$ cat src/rtl/mux_tree_pipe.sv
// N:1 word multiplexer built as a binary tree of 2:1 levels.
// Optional pipeline registers sit inside the tree, and a valid/ready handshake wraps it.
module mux_tree_pipe #(
  parameter  int unsigned WIDTH            = 8,
  parameter  int unsigned NUM_IN           = 8,
  parameter  int unsigned LEVELS_PER_STAGE = 2,
  localparam int unsigned SEL_W            = $clog2(NUM_IN)
) (
  input  logic                    CLK,
  input  logic                    RSTN,
  input  logic [NUM_IN*WIDTH-1:0] I,
  input  logic [SEL_W-1:0]        S,
  input  logic                    IVLD,
  output logic                    IRDY,
  output logic [WIDTH-1:0]        O,
  output logic                    OVLD,
  input  logic                    ORDY,
  output logic                    OERR
);

  localparam int unsigned D       = SEL_W;
  localparam int unsigned NP      = 1 << D;
  localparam int unsigned TW      = NP * WIDTH;
  localparam int unsigned LPS_DIV = (LEVELS_PER_STAGE == 0) ? 1 : LEVELS_PER_STAGE;

  logic          ce;
  logic [TW-1:0] leaves;
  logic          err_in;

  // Missing leaves are zero, so out-of-range selects produce a zero word.
  assign leaves = TW'(I);
  assign err_in = 32'(S) >= NUM_IN;

  for (genvar j = 0; j < D; j++) begin : g_lvl
    localparam int unsigned NW      = NP >> j;
    localparam int unsigned SW      = D - j;
    localparam bit          HAS_REG = (LEVELS_PER_STAGE != 0) &&
                                      ((((j + 1) % LPS_DIV) == 0) || (j == D - 1));

    logic [NW*WIDTH-1:0]       d_in;
    logic [(NW/2)*WIDTH-1:0]   m_data;
    logic [(NW/2)*WIDTH-1:0]   d_out;
    logic [SW-1:0]             s_in;
    logic                      v_in;
    logic                      e_in;
    logic                      v_out;
    logic                      e_out;

    if (j == 0) begin : g_head
      assign d_in = leaves;
      assign s_in = S;
      assign v_in = IVLD;
      assign e_in = err_in;
    end else begin : g_link
      assign d_in = g_lvl[j-1].d_out;
      assign s_in = g_lvl[j-1].g_sel.s_out;
      assign v_in = g_lvl[j-1].v_out;
      assign e_in = g_lvl[j-1].e_out;
    end

    // One 2:1 level, steered by the lowest select bit still in flight.
    always_comb begin
      m_data = '0;
      for (int unsigned k = 0; k < NW / 2; k++) begin
        m_data[k*WIDTH +: WIDTH] = s_in[0] ? d_in[(2*k+1)*WIDTH +: WIDTH]
                                           : d_in[(2*k)*WIDTH +: WIDTH];
      end
    end

    // Select bits not yet consumed travel with their partial words.
    if (SW > 1) begin : g_sel
      logic [SW-2:0] s_out;
      if (HAS_REG) begin : g_q
        always_ff @(posedge CLK or negedge RSTN) begin
          if (!RSTN) begin
            s_out <= '0;
          end else if (ce) begin
            s_out <= s_in[SW-1:1];
          end
        end
      end else begin : g_c
        assign s_out = s_in[SW-1:1];
      end
    end

    if (HAS_REG) begin : g_q
      always_ff @(posedge CLK or negedge RSTN) begin
        if (!RSTN) begin
          d_out <= '0;
          v_out <= 1'b0;
          e_out <= 1'b0;
        end else if (ce) begin
          d_out <= m_data;
          v_out <= v_in;
          e_out <= e_in;
        end
      end
    end else begin : g_c
      assign d_out = m_data;
      assign v_out = v_in;
      assign e_out = e_in;
    end
  end

  assign O    = g_lvl[D-1].d_out;
  assign OVLD = g_lvl[D-1].v_out;
  assign OERR = g_lvl[D-1].e_out;

  // Every stage shares one enable; bubbles are kept so the pipe never collapses.
  if (LEVELS_PER_STAGE == 0) begin : g_comb
    assign ce   = 1'b1;
    assign IRDY = ORDY;
  end else begin : g_flow
    assign ce   = ORDY || !OVLD;
    assign IRDY = ce;
  end

endmodule

$ cat config.mk
export PLATFORM = sky130hd
export DESIGN_NAME = mux_tree_pipe
export DESIGN_NICKNAME = d
export VERILOG_FILES = /design/src/rtl/mux_tree_pipe.sv
export SDC_FILE = /design/constraint.sdc
export NUM_CORES = 1
export LEC_CHECK = 0
export ABC_AREA = 1
export BUFFER_PORTS_ARGS = -buffer_cell sky130_fd_sc_hd__buf_2
export CAP_MARGIN = 20
export CORE_ASPECT_RATIO = 1.5
export CORE_MARGIN = 4
export CORE_UTILIZATION = 50
export CTS_BUF_LIST = sky130_fd_sc_hd__clkbuf_16
export DETAILED_ROUTE_END_ITERATION = 6
export PLACE_DENSITY = 0.92
export SYNTH_ARGS = -nofsm -noshare
export SYNTH_HDL_FRONTEND = slang
export SYNTH_SLANG_ARGS = --single-unit
$ cat constraint.sdc
create_clock -name CLK -period 2.8 [get_ports CLK]
set_clock_uncertainty 0.2 [all_clocks]
set_input_delay 0.42 -clock CLK [delete_from_list [all_inputs] [get_ports CLK]]
set_output_delay 0.42 -clock CLK [all_outputs]
set_load 0.05 [all_outputs]
==> impl_metrics.csv <==
group,metric,value,unit
outcome,status,"completed",
route,via_count,1984,
hold_path,hold_class,"in2reg",
route,drtIter0Drc,38,
route,drc,0,
critical_path,cp_cell_sequence,"inv_1, nor2_2, inv_1, buf_2",
synth,ys_warn_count,0,
timing,max_freq,584,MHz
critical_path,rr_worst_depth,3,
floorplanning,floorplan.rows,27,
synth,syn_nets,393,
synth,ys_types,18,
critical_path,rrSetupSlack,1.49,ns
route,drtPass1Iterations,5,
grt,grt-ovfl-total,0,
route,ant_nets,0,
run,drv_cap,0,
clock_tree,cts.sinks,27,
place,dp_hpwl,3450,um
synth,synth_edf_count,0,
place,io_buffers,80,
final_layout,final_util,63.9,%
clock_tree,cts_buffers,3,
critical_path,crit_buf_inv,3,
critical_path,r2r_end,"O[0]",
grt,grt_pass1_wl,7510,um
clock_tree,post_cts_buffers,0,
power,leakagePower,1.59,nW
critical_path,critPathArrivalTime,1.09,ns
critical_path,crit_top_cell,"inv_1",
synth,yosys-top-cells-area,"dfrtp_1 35%, nand2_1 26%, inv_1 14%",
critical_path,endpoint,"IRDY",
floorplanning,fp.dieW,59.1,um
synth,avgSynthCellArea,6.08,sq um
timing,finalMaxSlewViolations,0,
critical_path,crit_start,"OVLD",
timing,tns,0,ns
timing,fin_crit,1.71,ns
route,wl_met3,235,um
timing,rsz0062_at_grt,"false",
grt,grt_pass1_vias,1885,
synth,synth_largest_area_cell,"dfrtp_1",
clock_tree,htree_levels,1,
floorplanning,coreArea,3720,sq um
floorplanning,ios,82,
critical_path,cp-end-kind,"primary output",
critical_path,path_delay_family,"buffers and inverters",
clock_tree,clk_pin_slew,0.06,ns
critical_path,cp_data_required_time,2.18,ns
route,avgViaCountPerCell,4.57,
route,routed_wl,4510,um
clock_tree,clockRootBuffer,"clkbuf_16",
final_layout,fin_cells,434,
route,drt-met1-wl,1750,um
final_layout,post_route_cells_drive_above_1_share,25.3,%
floorplanning,die_area,5000,sq um
place,placedCellCount,429,
timing,fin_crit_sh,61.2,%
power,max-vdd-ir-drop,0.000365,V
synth,async_flop_share,100,%
route,top_layer_used,"met4",
final_layout,area_growth,21.4,%
timing,tightest_slew,0.585,ns
synth,syn_area,1960,sq um
synth,synth_flop_cell,"dfrtp_1",
power,powerDensity,522,nW/um^2
critical_path,cp.depth,4,
timing,setup-violations-final,0,
grt,grt_use_total,18.7,%
synth,synth_commonest_cells,"133 x nand2_1, 75 x inv_1, 32 x nand3_1, 27 x dfrtp_1, 10 x nand2_2",
synth,synth_top_cell_area_share,34.5,%
timing,hold_viol,0,
synth,ys_ff_latch,27,
critical_path,worstSetupPathType,"reg2out",
place,place.gp.congestion,0.797,
critical_path,worstReg2RegStart,"g_lvl[1].g_sel.s_out",
clock_tree,clockBufferDepth,2,
final_layout,fillers,361,
timing,relSlewSlack,61.0,%
critical_path,start_kind,"flip-flop",
route,wire_per_inst,10.4,um
floorplanning,initial_core_util,52.7,%
final_layout,antenna_cells,0,
floorplanning,dieHeight,84.6,um
critical_path,crit_slowest_cell,"dfrtp_1",
clock_tree,clock_latency,0.26,ns
critical_path,crit_path_max_incr_delay,0.37,ns
clock_tree,cts_tree,"done",
synth,synth-seq-area-share,34.5,%
synth,syn_inst,322,
grt,grt_max_degree,34,
grt,antenna_found_initial,0,
final_layout,nNetsFinal,463,
synth,synth.most_common_cell,"nand2_1",
hold_path,min_from,"S[2]",
route,wl_met2,2450,um
critical_path,path_max_fanout,2,
## kinds of logic after synthesis
kind of cell | synth area share (%)
AOI/OAI and AO/OA | 4.41
and+or+nand+nor | 38.6
other | 0.192
buffers and inverters | 22.3
DFF | 34.5
## state kept, by name, summed over array words and instances, names as in the netlist
| name | cells |
|---|---|
| OVLD | 1 |
| g_lvl.g_sel.s_out | 1 |
| g_lvl.v_out | 1 |
| g_lvl.d_out | 16 |
| O | 8 |
## cell usage in the layout (no fill, tap or decap)
cell / synthesis / final
a21oi_1: 7 / 7
buf_2: 7 / 80
buf_4: 6 / 2
clkbuf_16: 0 / 3
conb_1: 1 / 1
dfrtp_1: 27 / 27
dlygate4sd3_1: 0 / 1
inv_1: 75 / 76
inv_4: 1 / 1
inv_6: 1 / 1
nand2_1: 133 / 133
nand2_2: 10 / 10
nand3_1: 32 / 32
nor2_1: 7 / 7
nor2_2: 1 / 1
o211ai_1: 1 / 1
o21ai_0: 7 / 7
o21ai_2: 1 / 1
## metal layers
metal / vias up / track usage, %
li1: 1062 / -
met4: 0 / 7.63
met1: 863 / 21.0
met2: 53 / 34.4
met3: 6 / 1.85
met5: - / 0
## worst min-delay path, delay by kind of cell
kind | cells | cell delay [ns]
buf+inv | 1 | 0.07
simple gates | 2 | 0.10
## report_power, final
group          internal [W]  switching (W)  total (W)  leakage (nW)
clock network      0.000191       0.000121   0.000312        0.0423
logic              0.000134       0.000288   0.000421          1.22
registers          0.000462      0.0000438   0.000506         0.327
total              0.000786       0.000453    0.00124          1.59
## layout make-up
type	instances	area [sq um]	area share [%]
Clock buffer	3	75.1	3.16
Timing Repair Buffer	83	425	17.9
Inverter	77	297	12.5
Tap cell	43	53.8	2.27
Sequential cell	27	676	28.5
Clock inverter	1	3.75	0.158
Multi-Input combinational cell	200	845	35.6
## worst min path at each step
stage	end	slack, ns	depth (start not counted)
after floorplan	OVLD	-0.08	0
after global placement	O[4]	0.24	1
after detailed placement	O[4]	0.25	1
after CTS	g_lvl[1].g_sel.s_out	0.16	3
after global routing	g_lvl[1].g_sel.s_out	0.17	3
final	g_lvl[1].g_sel.s_out	0.17	3
## stage by stage
| stage | worst slack, ns | total power (W) | hold slack [ns] | instance area [sq um] |
|---|---|---|---|---|
| floorplan | 0.999 | 0.000820 | -0.0756 | 1960 |
| global placement | 1.11 | 0.000920 | 0.243 | 2290 |
| detailed placement | 1.08 | 0.000932 | 0.251 | 2290 |
| CTS | 1.06 | 0.00125 | 0.164 | 2370 |
| global route | 1.04 | 0.00132 | 0.173 | 2370 |
| finish | 1.09 | 0.00124 | 0.165 | 2370 |
## timing repair
action	4_1_cts	5_1_grt
setup endpoints to repair	0	0
endpoints found under the hold margin	27	0
hold buffers	1	0
gates resized for setup	0	0
Note: power is estimated with default switching activity, not from simulation.
